### config.mk
export PLATFORM = sky130hd
export DESIGN_NAME = instruction_fetch
export DESIGN_NICKNAME = d
export VERILOG_FILES = /design/src/rtl/instruction_fetch_pkg.sv /design/src/rtl/instruction_fetch_pc_next_mux.sv /design/src/rtl/instruction_fetch.sv
export SDC_FILE = /design/constraint.sdc
export NUM_CORES = 1
export LEC_CHECK = 0
export ABC_AREA = 1
export BUFFER_PORTS_ARGS = -buffer_cell sky130_fd_sc_hd__buf_2
export CAP_MARGIN = 20
export CORE_ASPECT_RATIO = 2
export CORE_MARGIN = 4
export CORE_UTILIZATION = 40
export CTS_CLUSTER_DIAMETER = 150
export DETAILED_ROUTE_END_ITERATION = 16
export PLACE_DENSITY_LB_ADDON = 0.08
export SYNTH_ARGS = -nofsm -noshare
export SYNTH_HDL_FRONTEND = slang
export SYNTH_SLANG_ARGS = --single-unit
### constraint.sdc
create_clock -name clock -period 1.4 [get_ports clock]
set_input_delay 0.07 -clock clock [delete_from_list [all_inputs] [get_ports clock]]
set_output_delay 0.07 -clock clock [all_outputs]
set_load 0.1 [all_outputs]
### src/rtl/instruction_fetch_pkg.sv
// ---------------------------------------------------------------------------
// fetch_defs
// Shared definitions for the fetch stage of the 16-bit RISC pipeline:
// fetch FSM state encodings, default address vectors and the NOP encoding
// that decode substitutes for a bubble.
// ---------------------------------------------------------------------------
package fetch_defs;

    // Fetch FSM states. BOOT primes the synchronous ROM, RUN is normal
    // fetching, ISR is interrupt service (interrupts masked).
    typedef enum logic [1:0] {
        ST_BOOT = 2'd0,
        ST_RUN  = 2'd1,
        ST_ISR  = 2'd2
    } fetch_state_t;

    localparam int unsigned DEF_PC_WIDTH     = 12;
    localparam logic [11:0] DEF_RESET_VECTOR = 12'h000;
    localparam logic [11:0] DEF_IRQ_VECTOR   = 12'h004;
    localparam logic [15:0] NOP_INSTR        = 16'h0000;

endpackage

### src/rtl/instruction_fetch_pc_next_mux.sv
// ---------------------------------------------------------------------------
// pc_next_mux
// Combinational priority select of the next fetch address.
// Ports:
//   i_boot          - fetch FSM in BOOT: hold the current address
//   i_branch_taken  - branch/jump resolved taken in E
//   i_branch_target - redirect address from E
//   i_reti          - return-from-interrupt accepted
//   i_epc           - saved return address
//   i_irq_take      - interrupt accepted this cycle
//   i_stall         - load-use stall, re-read the current word
//   i_pc            - address of the word currently in D
//   o_next_pc       - address presented to the ROM this cycle
// ---------------------------------------------------------------------------
module pc_next_mux
    import fetch_defs::*;
#(
    parameter int unsigned          PC_WIDTH   = DEF_PC_WIDTH,
    parameter logic [PC_WIDTH-1:0]  IRQ_VECTOR = DEF_IRQ_VECTOR
) (
    input  logic                i_boot,
    input  logic                i_branch_taken,
    input  logic [PC_WIDTH-1:0] i_branch_target,
    input  logic                i_reti,
    input  logic [PC_WIDTH-1:0] i_epc,
    input  logic                i_irq_take,
    input  logic                i_stall,
    input  logic [PC_WIDTH-1:0] i_pc,
    output logic [PC_WIDTH-1:0] o_next_pc
);

    // Redirects beat the stall because the stalled word is on the wrong
    // path anyway. During BOOT the reset vector is re-presented so the
    // ROM output is valid for the first real cycle. The increment wraps
    // silently at the top of the address space.
    always_comb begin
        o_next_pc = i_pc + PC_WIDTH'(1);
        if (i_boot) begin
            o_next_pc = i_pc;
        end else if (i_branch_taken) begin
            o_next_pc = i_branch_target;
        end else if (i_reti) begin
            o_next_pc = i_epc;
        end else if (i_irq_take) begin
            o_next_pc = IRQ_VECTOR;
        end else if (i_stall) begin
            o_next_pc = i_pc;
        end
    end

endmodule

### src/rtl/instruction_fetch.sv
// ---------------------------------------------------------------------------
// instruction_fetch
// Fetch stage: owns the PC, drives a synchronous instruction ROM and hands
// the fetched word to decode. Handles stall, branch redirect from E,
// interrupt entry and return-from-interrupt.
// Configuration macro: FETCH_IRQ_EN enables interrupt entry, the ISR state
// and epc. Without it irq and reti_e are ignored, irq_ack and epc are 0.
// Ports:
//   clock, reset_n   - rising-edge clock, asynchronous active-low reset
//   stall_f          - hold PC and D word
//   branch_taken_e   - taken branch/jump in E
//   branch_target_e  - redirect address
//   reti_e           - return-from-interrupt in E
//   irq              - level interrupt request
//   instr_adr        - ROM address (combinational next PC)
//   instr_data       - registered ROM data
//   instr_d          - instruction in D
//   pc_d             - address of instr_d
//   valid_d          - instr_d is real (0 during BOOT)
//   irq_ack          - one-cycle pulse when an interrupt is taken
//   epc              - saved return address
// ---------------------------------------------------------------------------
module instruction_fetch
    import fetch_defs::*;
#(
    parameter int unsigned          PC_WIDTH     = DEF_PC_WIDTH,
    parameter logic [PC_WIDTH-1:0]  RESET_VECTOR = DEF_RESET_VECTOR,
    parameter logic [PC_WIDTH-1:0]  IRQ_VECTOR   = DEF_IRQ_VECTOR
) (
    input  logic                clock,
    input  logic                reset_n,
    input  logic                stall_f,
    input  logic                branch_taken_e,
    input  logic [PC_WIDTH-1:0] branch_target_e,
    input  logic                reti_e,
    input  logic                irq,
    output logic [PC_WIDTH-1:0] instr_adr,
    input  logic [15:0]         instr_data,
    output logic [15:0]         instr_d,
    output logic [PC_WIDTH-1:0] pc_d,
    output logic                valid_d,
    output logic                irq_ack,
    output logic [PC_WIDTH-1:0] epc
);

    fetch_state_t        r_state;
    fetch_state_t        w_state_next;
    logic [PC_WIDTH-1:0] r_pc;
    logic [PC_WIDTH-1:0] w_next_pc;
    logic [PC_WIDTH-1:0] w_epc;
    logic                w_boot;
    logic                w_ie;
    logic                w_irq_take;
    logic                w_reti_take;

    assign w_boot = (r_state == ST_BOOT);
    assign w_ie   = (r_state != ST_ISR);

`ifdef FETCH_IRQ_EN
    logic [PC_WIDTH-1:0] r_epc;

    // An interrupt is only taken on a clean cycle; if a redirect or stall
    // blocks it, the level-sensitive irq is simply seen again next cycle.
    assign w_irq_take  = w_ie && !w_boot && irq && !branch_taken_e &&
                         !reti_e && !stall_f;
    assign w_reti_take = reti_e;

    // The word in D is squashed on entry, so its own address is the
    // return point and it is re-executed after reti.
    always_ff @(posedge clock or negedge reset_n) begin
        if (!reset_n) begin
            r_epc <= '0;
        end else if (w_irq_take) begin
            r_epc <= r_pc;
        end
    end

    assign w_epc = r_epc;
`else
    logic w_unused_irq;

    assign w_unused_irq = irq ^ reti_e ^ w_ie;
    assign w_irq_take   = 1'b0;
    assign w_reti_take  = 1'b0;
    assign w_epc        = '0;
`endif

    // Fetch FSM state register.
    always_ff @(posedge clock or negedge reset_n) begin
        if (!reset_n) begin
            r_state <= ST_BOOT;
        end else begin
            r_state <= w_state_next;
        end
    end

    // Fetch FSM next state. A branch arriving with reti wins and keeps
    // the stage in ISR.
    always_comb begin
        w_state_next = r_state;
        case (r_state)
            ST_BOOT: w_state_next = ST_RUN;
            ST_RUN: begin
                if (w_irq_take) begin
                    w_state_next = ST_ISR;
                end
            end
            ST_ISR: begin
                if (w_reti_take && !branch_taken_e) begin
                    w_state_next = ST_RUN;
                end
            end
            default: w_state_next = ST_BOOT;
        endcase
    end

    pc_next_mux #(
        .PC_WIDTH   (PC_WIDTH),
        .IRQ_VECTOR (IRQ_VECTOR)
    ) u_pc_next_mux (
        .i_boot          (w_boot),
        .i_branch_taken  (branch_taken_e),
        .i_branch_target (branch_target_e),
        .i_reti          (w_reti_take),
        .i_epc           (w_epc),
        .i_irq_take      (w_irq_take),
        .i_stall         (stall_f),
        .i_pc            (r_pc),
        .o_next_pc       (w_next_pc)
    );

    // PC register: tracks the address that the ROM is reading, so after
    // each edge it names the word appearing on instr_data.
    always_ff @(posedge clock or negedge reset_n) begin
        if (!reset_n) begin
            r_pc <= RESET_VECTOR;
        end else begin
            r_pc <= w_next_pc;
        end
    end

    assign instr_adr = w_next_pc;
    assign instr_d   = instr_data;
    assign pc_d      = r_pc;
    assign valid_d   = !w_boot;
    assign irq_ack   = w_irq_take;
    assign epc       = w_epc;

endmodule

# Yosys cells after proc, flatten, opt, wreduce, memory -nomap -nowiden
# Index checks and enable logic that the tools add are counted.
# W data, S select, Z words.
totals:
  ff_bits: 14
  latchBits: 0
  ramBits: 0
  mem_bits_ro: 0
  in_bits: 34
  mem_count: 0
op_classes:
  addsub: 1
  multipliers: 0
  div_mod_pow: 0
  n_lt_le_gt_ge: 0
  eq_ne: 2
  n_shift: 0
  mux: 4
  bitwise_logic: 0
  n_reduce_logical: 3
op_table:
  columns: ["op", "n"]
  rows:
  - ["$mux W12", 3]
  - ["$add A12 B1 Y12 const B", 1]
  - ["$pmux W2 S2", 1]
  - ["$eq A2 B1 Y1 const B", 1]
  - ["$eq A2 B2 Y1 const B", 1]
  - ["$logic_not A2 Y1", 1]
  - ["$reduce_or A2 Y1", 1]
  - ["$logic_not A1 Y1", 1]

# Depth between registers and ports, before layout
logic_depth:
  ltp_word: 4
  ltp_mapped: 9

# Hierarchy
# Synthesis repeated with hierarchy kept, for this count alone.
unflattened:
  cells_unflattened: 194
  area_unflattened_um2: 1243.7
by_module_without_submodules:
  columns: ["module", "instances", "cells_per_inst", "area_each_um2", "seq_area_each_um2"]
  rows:
  - ["pc_next_mux", 1, 149, 689.4, 0.0]
  - ["instruction_fetch", 1, 45, 554.3, 325.3]

# Least setup slack after synthesis
# OpenSTA, ideal clock, no wires.
synth_path:
  path_type: "register to register"
  start: "register r_state[0]"
  end: "register r_pc[1], in the netlist pc_d[1]"
  setup_time_ns: 0.286
  t_arrival_ns: 3.057
  required_ns: 1.114
  setup_slack_ns: -1.944
  stages_incl_launch_ff: 5
  n_path_buf: 0
  synth_period_minus_slack_ns: 3.344
  path_cell_list: "dfrtp_1 -> inv_1 -> a21oi_1 -> nor2_1 -> a21oi_1"
synth_via:
  elab_chain_cells: 2
synth_rtl:
  columns: ["element", "line", "rtl"]
  rows:
  - ["from (decl)", "instruction_fetch.sv:46", "fetch_state_t r_state;"]
  - ["from (signal assigned)", "instruction_fetch.sv:93", "r_state <= w_state_next;"]
  - ["$logic_not A2 Y1", "instruction_fetch.sv:56", "assign w_boot = (r_state == ST_BOOT);"]
  - ["$mux W12", "instruction_fetch_pc_next_mux.sv:38", "if (i_boot) begin"]
  - ["named net instr_adr[1]", "instruction_fetch.sv:37", "output logic [PC_WIDTH-1:0] instr_adr,"]
  - ["to (signal assigned)", "instruction_fetch.sv:138", "r_pc <= w_next_pc;"]
  - ["to (decl)", "instruction_fetch.sv:48", "logic [PC_WIDTH-1:0] r_pc;"]
# The timed path passes the listed nets, and every way through them passes these cells.
# A chain may end at the register's enable or synchronous reset.

# Worst setup path in the final report
layout_path:
  start: "register r_pc[1], in the netlist pc_d[1]"
  end: "output port instr_adr[4]"
layout_via:
  elab_chain_cells: 4
layout_rtl:
  columns: ["element", "line", "rtl"]
  rows:
  - ["$add A12 B1 Y12", "instruction_fetch_pc_next_mux.sv:37", "o_next_pc = i_pc + PC_WIDTH'(1);"]
  - ["$mux W12", "instruction_fetch_pc_next_mux.sv:46", "end else if (i_stall) begin"]
  - ["$mux W12", "instruction_fetch_pc_next_mux.sv:40", "end else if (i_branch_taken) begin"]
  - ["$mux W12", "instruction_fetch_pc_next_mux.sv:38", null]
  - ["to (decl)", "instruction_fetch.sv:37", null]
# Every way passes these cells.

==> reports/results.ini <==
[cells_and_area]
multi_input_area_um2=716
num_antenna_cells=0
finalNetCount=250
area_growth_pct=61.8
regArea_um2=372
drive_above_1_share_pct=56.1
n_fill_cell=239

[status]
violations=setup timing
outcome=complete, but fails checks

[cts]
cts_buffers=3
clock_sinks=13
ctsLongestPathBuffers=2
worstSkewPairLatency_ns=0.25
cts.reportedPaths.clkPinSlew_ns=0.05
clockRootBuffer=clkbuf_8
cts_tree=built
htree_levels=1

[routing]
vias=1162
wirelength_um=3280
ant_nets=0
viasPerCell=4.78
avgRoutedWirePerCell_um=13.5
drt-initial-drc-count=18
firstDrtPassIters=4
route.detailed.drc=0

[placement]
port-buffer-count=40
post-place-ws_ns=-0.106
gp_congestion=0.790
dp_hpwl_um=2500

[timing]
final-setup-viol-count=14
finClkSkew_ns=0.00390
fin_tns_setup_ns=-3.41
hold_violations=0
setup_slack_ns=-0.365
grt_setup_unrepaired=true
drv_slew=0
max_freq_mhz=566
finalCritPeriodShare_pct=126
min_period_ns=1.77

[setup_path]
ff2ff_path_depth=7
crit_path_end_kind=output port
r2r-start=pc_d[1]
max_stage_delay_ns=0.51
crit_path_start_kind=register
crit_required_ns=1.33
regToRegEndpoint=pc_d[4]
worstSetupPathType=register to output port
cp_slowest_cell=dfrtp_4
crit_fanout=4
reg2reg_slack_ns=-0.10
arrival_ns=1.70
crit_chain=ha_4 -> nand3_4 -> o21ai_2 -> a21oi_1 -> o21bai_4 -> clkinvlp_4 -> buf_12

[power_and_ir_drop]
p_leak_uw=0.000885
powerDensity_mw_per_mm2=1460
vdd_drop_max_mv=0.965
power.switching_uw=1540
p_clk_share_pct=12.9
p_seq_share_pct=20.1
intPower_uw=1150
switching_share_pct=57.2
power_frac_comb_pct=66.9

[yosys]
seq_area_frac_synth_pct=28.6
syn_avg_cell_area_um2=6.77
ys_ff_latch=13
yosys_warnings=0
yosysUniqueCellTypes=26
postSynthCellCount=168
synth_area_mm2=0.00114

[global_routing]
antenna_found_initial=0
grt_pass1_vias=1245
grt.total_usage_pct=18.3
grt_max_degree=14
grt-ovfl-total=0
grt_pass1_wl_um=5330

[worst_hold_path]
hold_start=instr_data[0]
holdPathStages=0
worstHoldEndpoint=instr_d[0]
hp-class=primary input to output port

[floorplanning]
num_rows=27
boundaryPins=88
die_h_um=83.4
fp.dieW_um=45.7
coreArea_mm2=0.00274
dieArea_mm2=0.00381
start_util_pct=41.6

[job]
maxCapViolCount=0

==> Yosys cell counts <==
master / instances / area share (%)
nor2_1: 14 / 4.6
dfrtp_1: 13 / 29
nand2_1: 42 / 14
a21oi_2: 1 / 0.77
nand4_1: 5 / 2.8
o21a_1: 1 / 0.66
nand3_2: 1 / 0.88
o21ai_0: 9 / 4.0
inv_1: 18 / 5.9
a21oi_1: 9 / 4.0
o21bai_1: 1 / 0.66
inv_2: 3 / 0.99
xor2_1: 1 / 0.77
conb_1: 2 / 0.66
o21ai_2: 1 / 0.77
buf_2: 2 / 0.88
nand2_2: 3 / 1.7
nand3_1: 2 / 0.88
nor2_2: 1 / 0.55
o22ai_1: 1 / 0.55
nor3_1: 3 / 1.3
nor2_4: 2 / 2.0
o21ai_1: 1 / 0.44
ha_1: 1 / 1.1
buf_4: 30 / 20
buf_6: 1 / 0.99
==> metrics by stage <==
step	instances	area (um^2)	hold WS (ns)	util (%)	power, uW
2_1_floorplan	180	1380	-0.226	-	2050
3_3_place_gp	230	1660	-0.0177	60.5	2250
3_5_place_dp	230	1660	-0.0103	60.5	2260
4_1_cts	238	1750	0.141	63.8	2640
5_1_grt	243	1840	0.140	67.3	2800
6_report	243	1840	0.140	67.3	2690
==> power groups by stage <==
| stage | registers (uW) | clock network (uW) | logic, uW |
|---|---|---|---|
| floorplan | 936 | 0 | 1120 |
| global placement | 538 | 0 | 1710 |
| detailed placement | 542 | 0 | 1720 |
| CTS | 536 | 357 | 1740 |
| finish | 542 | 348 | 1800 |
| global route | 553 | 375 | 1870 |
==> flip-flops by register name, indices dropped and copies added, names as in the netlist <==
signal,count
pc_d,12
r_state,1
==> kinds of logic after synthesis <==
group                    after synthesis  synth area share (%)
AO/OA/AOI/OAI                         24                  11.8
XOR/XNOR                               1                 0.770
adder cells (fa/ha/maj)                1                  1.10
buffers and inverters                 54                  28.6
flip-flops                            13                  28.6
other                                  2                 0.660
AND/OR/NAND/NOR                       73                  28.5
==> placed cells by master, fill, tap and decap left out, drive strengths merged <==
cell type | netlist | layout
a21oi | 10 | 10
clkbuf | 0 | 4
nand2 | 45 | 45
nor3 | 3 | 3
o22ai | 1 | 1
conb | 2 | 14
o21a | 1 | 1
nand3 | 3 | 3
buf | 33 | 62
nor2 | 17 | 17
nand4 | 5 | 5
clkinvlp | 0 | 5
dlygate4sd3 | 0 | 1
dfrtp | 13 | 13
inv | 21 | 16
o21ai | 11 | 11
xor2 | 1 | 1
o21bai | 1 | 1
ha | 1 | 1
==> critical path: cells and delay by family, from the launching register on <==
kind            cells  cell delay (ns)
flops               1             0.51
compound gates      3             0.37
buf+inv             2             0.31
fa+ha+maj           1             0.18
simple gates        1             0.09
==> how the worst max path moves through the flow <==
stage,startpoint,slack [ns],depth (start not counted),endpoint
after floorplan,pc_d[0],-0.59,6,pc_d[4]
after CTS,pc_d[0],-0.36,9,instr_adr[8]
after detailed placement,pc_d[0],-0.11,9,instr_adr[8]
after global routing,pc_d[1],-0.45,7,instr_adr[4]
final,pc_d[1],-0.37,7,instr_adr[4]
after global placement,pc_d[0],-0.09,9,instr_adr[8]
==> per-layer routing <==
metal | track usage [%] | wire length [um] | vias to the layer above
li1 | - | - | 571
met1 | 18.3 | 1120 | 541
met2 | 33.1 | 1870 | 37
met3 | 2.82 | 200 | 13
met4 | 9.33 | 93 | 0
met5 | 0 | 0 | -
==> area by class of cell <==
cell class              instances  share of cell area (%)
multi-input cells             113                    38.9
repair buffers                 63                    31.2
flip-flops and latches         13                    20.2
inverters                      21                    5.30
clock buffers                   4                    2.45
well taps                      29                    1.97
==> what timing repair did <==
action,in CTS,in global routing
endpoints found under the setup margin,13,18
hold endpoints to repair,13,0
buffers inserted,3,5
pin swaps,5,13
hold buffers,1,0
resized for setup,7,17
Power figures use the tool's default switching activity.
